**src/rtl/axi_lite_reg_poller_pkg.sv**
```systemverilog
// axi_lite_reg_poller_pkg: shared FSM states, AXI4-Lite response codes and bus widths.
package axi_lite_reg_poller_pkg;
  localparam int AxiAddrWidth = 16;
  localparam int AxiDataWidth = 32;
  localparam logic [1:0] RespOkay   = 2'b00;
  localparam logic [1:0] RespExOkay = 2'b01;
  localparam logic [1:0] RespSlvErr = 2'b10;
  localparam logic [1:0] RespDecErr = 2'b11;
  typedef enum logic [1:0] {StIdle, StAddr, StData, StWait} pollState_e;
endpackage

```
**src/rtl/axi_lite_reg_poller.sv**
```systemverilog
// axi_lite_reg_poller: periodically reads one AXI4-Lite register and holds the last good value.
module axi_lite_reg_poller
  import axi_lite_reg_poller_pkg::*;
#(
  parameter logic [AxiAddrWidth-1:0] RegAddress_Gen = 16'h0000,
  parameter int unsigned PollPeriod_Gen = 1000,
  parameter int unsigned TimeoutCycles_Gen = 256
) (
  input  logic                    SysClk_ClkIn,
  input  logic                    SysRstN_RstIn,
  input  logic                    Enable_EnaIn,
  output logic                    AxiReadAddrValid_ValOut,
  input  logic                    AxiReadAddrReady_RdyIn,
  output logic [AxiAddrWidth-1:0] AxiReadAddrAddress_AdrOut,
  output logic [2:0]              AxiReadAddrProt_DatOut,
  input  logic                    AxiReadDataValid_ValIn,
  output logic                    AxiReadDataReady_RdyOut,
  input  logic [1:0]              AxiReadDataResponse_DatIn,
  input  logic [AxiDataWidth-1:0] AxiReadDataData_DatIn,
  output logic [AxiDataWidth-1:0] RegValue_DatOut,
  output logic                    RegValid_ValOut,
  output logic                    ReadDone_EvtOut,
  output logic [1:0]              RespError_DatOut,
  output logic                    Timeout_FlgOut
);
  localparam logic [19:0] PollLoad = 20'(PollPeriod_Gen);
  localparam logic [15:0] TimeoutMax = 16'(TimeoutCycles_Gen);
  pollState_e state, stateNxt;
  logic armed;
  logic [19:0] waitCnt, waitCntNxt;
  logic [15:0] toCnt, toCntNxt;
  logic readDoneNxt, regValidNxt, timeoutNxt;
  logic [1:0] respErrNxt;
  logic [AxiDataWidth-1:0] regValueNxt;
  assign AxiReadAddrAddress_AdrOut = RegAddress_Gen;
  assign AxiReadAddrProt_DatOut = 3'b000;
  always_comb begin
    stateNxt = state;
    waitCntNxt = waitCnt;
    toCntNxt = toCnt;
    readDoneNxt = 1'b0;
    respErrNxt = RespError_DatOut;
    regValueNxt = RegValue_DatOut;
    regValidNxt = RegValid_ValOut;
    timeoutNxt = Timeout_FlgOut;
    if (state == StAddr || state == StData) begin
      toCntNxt = (toCnt == TimeoutMax) ? toCnt : toCnt + 16'd1;
      timeoutNxt = (toCntNxt == TimeoutMax) ? 1'b1 : Timeout_FlgOut;
    end
    case (state)
      StIdle: if (armed && Enable_EnaIn) begin
        stateNxt = StAddr;
        toCntNxt = '0;
      end
      StAddr: stateNxt = AxiReadAddrReady_RdyIn ? StData : StAddr;
      StData: if (AxiReadDataValid_ValIn) begin
        stateNxt = StWait;
        waitCntNxt = PollLoad;
        readDoneNxt = 1'b1;
        respErrNxt = AxiReadDataResponse_DatIn;
        // an OKAY read is proof the slave is alive again, so it clears the timeout flag
        if (AxiReadDataResponse_DatIn == RespOkay) begin
          regValueNxt = AxiReadDataData_DatIn;
          regValidNxt = 1'b1;
          timeoutNxt = 1'b0;
        end
      end
      StWait: begin
        waitCntNxt = waitCnt - 20'd1;
        if (!Enable_EnaIn || waitCnt == 20'd1) begin
          stateNxt = Enable_EnaIn ? StAddr : StIdle;
          toCntNxt = '0;
        end
      end
    endcase
  end
  // armed holds off the first poll until the second edge after reset release
  always_ff @(posedge SysClk_ClkIn or negedge SysRstN_RstIn)
    if (!SysRstN_RstIn) begin
      state <= StIdle;
      armed <= 1'b0;
      waitCnt <= '0;
      toCnt <= '0;
      AxiReadAddrValid_ValOut <= 1'b0;
      AxiReadDataReady_RdyOut <= 1'b0;
      RegValue_DatOut <= '0;
      RegValid_ValOut <= 1'b0;
      ReadDone_EvtOut <= 1'b0;
      RespError_DatOut <= RespOkay;
      Timeout_FlgOut <= 1'b0;
    end else begin
      state <= stateNxt;
      armed <= 1'b1;
      waitCnt <= waitCntNxt;
      toCnt <= toCntNxt;
      AxiReadAddrValid_ValOut <= stateNxt == StAddr;
      AxiReadDataReady_RdyOut <= stateNxt == StData;
      RegValue_DatOut <= regValueNxt;
      RegValid_ValOut <= regValidNxt;
      ReadDone_EvtOut <= readDoneNxt;
      RespError_DatOut <= respErrNxt;
      Timeout_FlgOut <= timeoutNxt;
    end
endmodule

```
**config.mk**
```make
export PLATFORM = sky130hd
export DESIGN_NAME = axi_lite_reg_poller
export DESIGN_NICKNAME = d
export VERILOG_FILES = /design/src/rtl/axi_lite_reg_poller_pkg.sv /design/src/rtl/axi_lite_reg_poller.sv
export SDC_FILE = /design/constraint.sdc
export NUM_CORES = 1
export LEC_CHECK = 0
export ABC_AREA = 0
export CAP_MARGIN = 20
export CORE_UTILIZATION = 41
export DETAILED_ROUTE_END_ITERATION = 7
export DONT_BUFFER_PORTS = 1
export GPL_TIMING_DRIVEN = 0
export PLACE_DENSITY = 0.54
export SYNTH_ARGS = -nofsm -noshare
export SYNTH_HDL_FRONTEND = slang
export SYNTH_SLANG_ARGS = --single-unit
export TNS_END_PERCENT = 1
```
**constraint.sdc**
```tcl
create_clock -name SysClk_ClkIn -period 2.3 [get_ports SysClk_ClkIn]
set_input_delay 0.23 -clock SysClk_ClkIn [delete_from_list [all_inputs] [get_ports SysClk_ClkIn]]
set_output_delay 0.23 -clock SysClk_ClkIn [all_outputs]
set_load 0.1 [all_outputs]
```
== Yosys cells after proc, flatten, opt, wreduce, memory -nomap -nowiden ==
Index checks and enable logic that the tools add are counted.
W data, S select, Z words.
Word-level totals
  flip-flop bits (word level): 78
  output and inout bits: 58
  logic and storage cells: 52
Cells by class
  $add $sub $neg: 2
  eq/ne operators: 9
  multiplexer cells: 20
  reduce and logical (&&, ||, !) cells: 10
Operators with widths (count)
  $mux W16: 4
  $pmux W20 S2: 1
  $eq A16 B9 Y1 const B: 2
  $pmux W16 S2: 1
  $eq A20 B1 Y1 const B: 1
  $mux W20: 1
  $sub A20 B1 Y20 const B: 1
  $add A16 B1 Y16 const B: 1
  $mux W1: 8
  $mux W2: 4
  $pmux W2 S4: 1
  $eq A2 B2 Y1 const B: 3
  $eq A2 B1 Y1 const B: 2
  $logic_not A2 Y1: 2
  $reduce_and A2 Y1: 2
  $reduce_and A3 Y1: 1
  $logic_or A1 B1 Y1: 2
  $ne A2 B2 Y1 const B: 1
  $reduce_bool A2 Y1: 1
  $logic_and A1 B1 Y1: 1
  $logic_not A1 Y1: 1

== Depth between registers and ports, before layout ==
Gate-level depths: netlist of the first run.
  depth in word-level cells: 8
  depth in mapped cells: 8
  mapped depth without buffers: 7

== Worst setup path after synthesis of the first run ==
No wires, ideal clock.
  kind: reg2reg
  start point: register waitCnt[1]
  end point: register toCnt[14]
  library setup time: 0.135 ns
  arrival: 1.818 ns
  path slack: 0.347 ns
  cell stages (with the launch flop): 9
  buffers on the path: 1
  period minus slack after synthesis: 1.953 ns
  cells stage by stage: dfrtp_1 > inv_1 > ha_1 > or4b_4 > nor4_4 > a311oi_2 > buf_6 > o21ai_1 > o31ai_1
On the way
  word-level cells in the longest chain between the ends: 4
RTL lines
  start, declared: line axi_lite_reg_poller.sv:30  | logic [19:0] waitCnt, waitCntNxt;
  start signal, assigned: line axi_lite_reg_poller.sv:94  | waitCnt <= waitCntNxt;
  $eq A20 B1 Y1: line axi_lite_reg_poller.sv:70  | if (!Enable_EnaIn || waitCnt == 20'd1) begin
  $logic_or A1 B1 Y1: line axi_lite_reg_poller.sv:70
  $mux W16: line axi_lite_reg_poller.sv:70
  $pmux W16 S2: line axi_lite_reg_poller.sv:50  | case (state)
  net toCntNxt[14]: line axi_lite_reg_poller.sv:31  | logic [15:0] toCnt, toCntNxt;
  end signal, assigned: line axi_lite_reg_poller.sv:95  | toCnt <= toCntNxt;
  end, declared: line axi_lite_reg_poller.sv:31
The timed path passes the listed nets, and every way through them passes these cells.
A chain may end at the register's enable or synchronous reset.

== Worst setup path after layout of the first run ==
  start point: register state[0]
  end point: register RegValue_DatOut[24]
On the way
  word-level cells in the longest chain between the ends: 2
RTL lines
  start, declared: line axi_lite_reg_poller.sv:28  | pollState_e state, stateNxt;
  start signal, assigned: line axi_lite_reg_poller.sv:80  | state <= StIdle;
  start signal, assigned: line axi_lite_reg_poller.sv:92  | state <= stateNxt;
  $eq A2 B2 Y1: line axi_lite_reg_poller.sv:50
  $reduce_and A3 Y1 (no source line)
  end signal, assigned: line axi_lite_reg_poller.sv:98  | RegValue_DatOut <= regValueNxt;
  end, declared: line axi_lite_reg_poller.sv:20  | output logic [AxiDataWidth-1:0] RegValue_DatOut,
No other way between the ends.

==> key figures, run 1 <==
Worst setup path
  • Reg2Reg Setup Slack: 0.12 ns
  • Critical-path top delay cell: dfrtp_1
  • Crit-path max cell delay: 0.45 ns
  • Worst-path fanout max: 10
  • Startpoint Class: register
  • Worst R2R Start: state[0]
  • FF-to-FF End: RegValue_DatOut[24]
  • Crit path buf inv count: 2
  • Critical path capture point type: register
  • Worst path top cell family by delay: simple AND/OR/NAND/NOR gates
  • Worst EP required: 2.53 ns
  • Worst EP arrival: 2.42 ns
  • CP startpoint: state[0]
  • Crit path kind: reg -> reg
  • Worst reg2reg path depth: 6
  • Worst path cell trace: inv_1 -> ha_1 -> nand2_2 -> nor3_4 -> buf_4 -> mux2_2

Global routing
  • Antenna violations before repair: 0
  • Tot GR Track Use: 0.170
  • First-pass GRT wire length: 13.3 mm
  • Largest net degree at the start of global routing: 79
  • Gr ovfl total: 0
  • Vias in the first global route: 2616

Cells and area
  • Most frequent cells in the layout: 78 x dfrtp_1, 34 x nor2_1, 26 x mux2_2
  • Nets: 476
  • Most common cell after layout, fill and taps aside: dfrtp_1
  • Core Util, Final: 0.506
  • Fraction of layout instances using a drive strength above 1: 0.217
  • Antenna cell count: 0
  • Area Overhead vs Synth: 18.0%
  • Layout fillers: 840
  • Multi-input gate area: 1880 µm²
  • Register Area: 1950 µm²

Synthesis
  • Synthesized instance count: 377
  • Register area share after synthesis: 0.488
  • Cell variety after synth: 52
  • Synthesis-stage register bit count: 78
  • Post-Syn Area: 4000 µm²
  • Top_reg_cell synth: dfrtp_1
  • Asr flop ratio synth: 1.00
  • Synth warnings: 0
  • Avg Inst Size Synth: 10.6 µm²
  • EDFF count, synth: 0

Floorplanning
  • Chip width: 101 µm
  • Die area: 10100 µm²
  • Top Ports: 97
  • Initial cell density of the core: 0.428
  • Total core area: 9330 µm²
  • # rows: 35
  • Die Y: 101 µm

Timing
  • Crit share post-route: 0.949
  • Unrepaired setup endpoints after global routing: yes
  • Fin crit period: 2.18 ns
  • Final-report hold violation count: 0
  • Max-slew violations: 0
  • Fmax: 458 MHz
  • Final Skew: 0.0139 ns
  • Setup-failing EPs final: 0
  • WHS: 0.0207 ns
  • Worst slew pin tran: 0.912 ns
  • Worst setup margin: 0.117 ns
  • Slew margin rel.: 0.392

Route
  • DRC Markers: 0
  • Routed Antenna Nets: 0
  • Drt wl/cell: 14.6 µm
  • DRT Pass-1 Iters: 4
  • Vias after detailed routing: 2838
  • Initial DRC count: 135
  • Vias/cell: 5.04
  • Detailed Route WL: 8.25 mm

Clocking
  • CTS sink cnt: 78
  • CTS tree: built
  • Clk root buf: clkbuf_8
  • Clk_lat worst skew: 0.35 ns
  • Clk buf depth: 2
  • CTS Buf Count: 9
  • Clock H-tree levels: 3
  • CTS clk-pin slew, worst paths: 0.10 ns

Hold path
  • Hold worst-path end: RegValue_DatOut[21]
  • Hold_sp: AxiReadDataData_DatIn[21]
  • WHS Path Cells: 1
  • HP Class: in -> reg

Outcome
  • Status: completed

Placement
  • Port bufs: 0
  • Setup WS pre-CTS: -0.166 ns
  • Final HPWL from detailed placement: 5.47 mm
  • Placer Congestion: 0.775

Flow run
  • Max_cap viols: 0
==> layer usage <==
metal  global-route usage  routed length (µm)  part of all wire
met5                    0                   0                 0
met1                0.230                3820              0.46
met2                0.270                4010              0.49
met4               0.0546                  78            0.0095
met3               0.0374                 335             0.041
==> cells by family (layout without fill, tap and decap cells) <==
logic type	after synthesis	in the layout	synth area share
xor+xnor	20	20	0.0438
buf+inv	47	86	0.0654
simple gates	129	129	0.183
compound gates	55	55	0.0855
fa+ha+maj	8	8	0.0250
flops	78	78	0.488
other cells	2	20	0.00188
mux	38	38	0.106
==> final cells by class <==
class	count	share of cell area
tap	129	0.0342
multi-input combinational	270	0.399
inverter	14	0.0111
buffer	33	0.0459
timing repair buffer	23	0.0509
sequential	78	0.414
clock buffer	9	0.0263
clock inverter	7	0.0186
==> cell usage after synthesis (2+ instances only) <==
master    instances  area, µm²
buf_2             5       25.0
o21ai_0           5       25.0
xnor2_1          13        114
or3_1             4       25.0
a22o_1            2       17.5
and3_1            5       31.3
nand4_1           8       50.1
dfrtp_1          78       1950
nor4_1            4       25.0
o31ai_1           3       22.5
nor4_4            2       42.5
or3_4             2       22.5
a21o_1            2       15.0
a21oi_1           8       40.0
clkbuf_1          8       30.0
nand2_1          24       90.1
nand3_1          11       55.1
nor2b_1           2       12.5
nor3_2            2       20.0
nor2_1           35        131
inv_1            14       52.6
o22ai_1           4       25.0
conb_1            2       7.51
mux2_1           10        113
ha_1              8        100
mux2_2           26        293
xor2_1            7       61.3
o21ai_1          21        105
nand2b_1          3       18.8
nor4b_1           2       17.5
nor3_1           11       55.1
or2_2             3       18.8
buf_4            19        143
mux2i_1           2       20.0
and2_1            2       12.5
nor4_2            4       50.1
==> worst max-delay path by stage <==
stage / endpoint / slack (ns) / cells after the start
CTS: RegValue_DatOut[24] / 0.03 / 6
global placement: RegValue_DatOut[27] / -0.14 / 6
global route: waitCnt[16] / -0.02 / 7
floorplan: toCnt[14] / 0.35 / 8
detailed placement: RegValue_DatOut[27] / -0.17 / 6
finish: RegValue_DatOut[24] / 0.12 / 6
==> repair_timing <==
item                                    4_1_cts  5_1_grt
endpoints found under the setup margin       33       38
buffers inserted                              0        3
resized for setup                             5        5
hold buffers                                 10       10
pin swaps                                     0        2
endpoints found under the hold margin        86       10
==> registers in the layout (all words and copies together) (netlist names) <==
name	flops
AxiReadAddrValid_ValOut	1
toCnt	16
armed	1
Timeout_FlgOut	1
ReadDone_EvtOut	1
waitCnt	20
RespError_DatOut	2
AxiReadDataReady_RdyOut	1
RegValue_DatOut	32
state	2
RegValid_ValOut	1
==> metrics by stage <==
step / setup TNS (ns) / instance area [µm²] / cells
2_1_floorplan: 0 / 4060 / 395
3_3_place_gp: -3.01 / 4230 / 524
3_5_place_dp: -4.08 / 4230 / 524
4_1_cts: 0 / 4580 / 550
5_1_grt: -0.113 / 4720 / 563
6_report: 0 / 4720 / 563
Power of run 1 is left out: the tool's default activity adds up to more than one toggle a clock period on the data nets, which glitch-free logic cannot reach.
==> inputs of run 2 (changes only) <==
--- a/config.mk
+++ b/config.mk
@@ -12,6 +12,7 @@
 export DONT_BUFFER_PORTS = 1
 export GPL_TIMING_DRIVEN = 0
 export PLACE_DENSITY = 0.54
+export RECOVER_POWER = 100
 export SYNTH_ARGS = -nofsm -noshare
 export SYNTH_HDL_FRONTEND = slang
 export SYNTH_SLANG_ARGS = --single-unit
==> run 2 against run 1 <==
Effect of this change:
- non-clock buffer count unchanged
- global-route usage did not move
- clock-buffer cell count is the same
- routed wire length increased by 0.13%
- setup slack about the same
- design area fell by 0.42%
- critical path depth unchanged
- core utilization down 0.21 points
- fmax about the same
- hold slack got worse by 0.0013 ns
- cell count did not move
==> key figures, run 2 (synthesized netlist as in run 1, its figures left out) <==
Outcome
  • Status: completed

Placement
  • Placed Cells incl. Taps: 524
  • Placed Area: 4230 µm²
  • Placer Congestion: 0.775
  • Port bufs: 0
  • Final HPWL from detailed placement: 5.47 mm

Route
  • Vias after detailed routing: 2837
  • Initial DRC count: 135
  • Met2 routed WL: 4.01 mm
  • DRC Markers: 0
  • DRT Pass-1 Iters: 4
  • Routed met3 length: 346 µm
  • Drt wl/cell: 14.7 µm
  • M1 wire length: 3.81 mm
  • Detailed Route WL: 8.26 mm
  • Routed Antenna Nets: 0
  • Max layer used: met4
  • Vias/cell: 5.04

Floorplanning
  • Die Y: 101 µm
  • Initial cell density of the core: 0.428
  • Top Ports: 97
  • Die area: 10100 µm²
  • Total core area: 9330 µm²
  • # rows: 35
  • Chip width: 101 µm

Worst setup path
  • Startpoint Class: register
  • Crit path kind: reg -> reg
  • Worst EP arrival: 2.42 ns
  • Worst EP required: 2.53 ns
  • Critical path capture point type: register
  • Worst-path fanout max: 10
  • Worst reg2reg path depth: 6

Timing
  • Unrepaired setup endpoints after global routing: yes
  • Fin crit period: 2.18 ns
  • Fmax: 458 MHz
  • Slew margin rel.: 0.284
  • Crit share post-route: 0.949
  • Final Skew: 0.0139 ns
  • Max-slew violations: 0
  • Setup-failing EPs final: 0
  • Setup tns final: 0 ns
  • Final-report hold violation count: 0
  • Worst slew pin tran: 1.07 ns

Cells and area
  • Design Area, Final: 4700 µm²
  • Largest register FFs: 32
  • Antenna cell count: 0
  • Register Area: 1950 µm²
  • Biggest regs: RegValue_DatOut: 32 flops, waitCnt: 20 flops, toCnt: 16 flops
  • Biggest register: RegValue_DatOut
  • Nets: 476
  • Multi-input gate area: 1880 µm²
  • Fraction of layout instances using a drive strength above 1: 0.217
  • Core Util, Final: 0.504
  • Most common cell after layout, fill and taps aside: dfrtp_1
  • Non-Filler Instances: 563
  • Layout fillers: 842
  • Most frequent cells in the layout: 78 x dfrtp_1, 34 x nor2_1, 26 x mux2_2
  • Area Overhead vs Synth: 17.5%

Clocking
  • CTS tree: built
  • Clk_lat worst skew: 0.36 ns
  • Clock H-tree levels: 3
  • CTS Buf Count: 9
  • CTS sink cnt: 78
  • Clk buf depth: 2
  • CTS clk-pin slew, worst paths: 0.10 ns
  • Clk root buf: clkbuf_8

Global routing
  • Gr ovfl total: 0
  • First-pass GRT wire length: 13.3 mm
  • Vias in the first global route: 2616
  • Antenna violations before repair: 0
  • Largest net degree at the start of global routing: 79
  • Tot GR Track Use: 0.170

Flow run
  • Max_cap viols: 0

Hold path
  • WHS Path Cells: 1
  • HP Class: in -> reg
-- run 2: cell types whose count changed in the layout (fill, tap and decap cells not counted) --
cell	delta
clkbuf_4	+1
buf_16	-1
-- run 2: layer usage --
| layer | vias to the layer above | track usage |
|---|---|---|
| met5 | - | 0 |
| met4 | 0 | 0.0546 |
| met3 | 8 | 0.0374 |
| met2 | 65 | 0.270 |
| met1 | 1378 | 0.230 |
| li1 | 1386 | - |
-- run 2: final timing paths --
path	from	endpoint	slack [ns]
max	state[0]	RegValue_DatOut[24]	0.12
max reg2reg	state[0]	RegValue_DatOut[24]	0.12
max in group asynchronous	SysRstN_RstIn	RegValue_DatOut[24]	0.96
min reg2reg	waitCnt[7]	waitCnt[7]	0.54
min	AxiReadDataData_DatIn[21]	RegValue_DatOut[21]	0.02
min in group asynchronous	SysRstN_RstIn	RegValue_DatOut[19]	0.64
-- run 2: area by class of cell --
class / count / area share
Buffer: 33 / 0.0461
Clock buffer: 9 / 0.0264
Clock inverter: 7 / 0.0186
Inverter: 14 / 0.0112
Multi-Input combinational cell: 270 / 0.401
Sequential cell: 78 / 0.416
Tap cell: 129 / 0.0344
Timing Repair Buffer: 23 / 0.0469
-- run 2: metrics by stage --
step	hold slack (ns)	worst slack [ns]
4_1_cts	0.00168	0.0326
3_5_place_dp	-0.0640	-0.166
5_1_grt	0.00115	-0.0233
2_1_floorplan	-0.0656	0.347
3_3_place_gp	-0.0640	-0.135
6_report	0.0194	0.117
-- run 2: repair_timing --
action / in CTS / in global routing
setup buffers: 0 / 3
hold buffers: 10 / 10
endpoints found under the setup margin: 33 / 38
pin swaps: 0 / 2
endpoints found under the hold margin: 86 / 10
gates resized for setup: 5 / 5
-- run 2: critical path, stage by stage, from the launching register on --
cell and delay (ns):
dfrtp_1 0.45, inv_1 0.13, ha_1 0.28, nand2_2 0.17
nor3_4 0.40, buf_4 0.27, mux2_2 0.34
Power of run 2 is left out for the same reason.
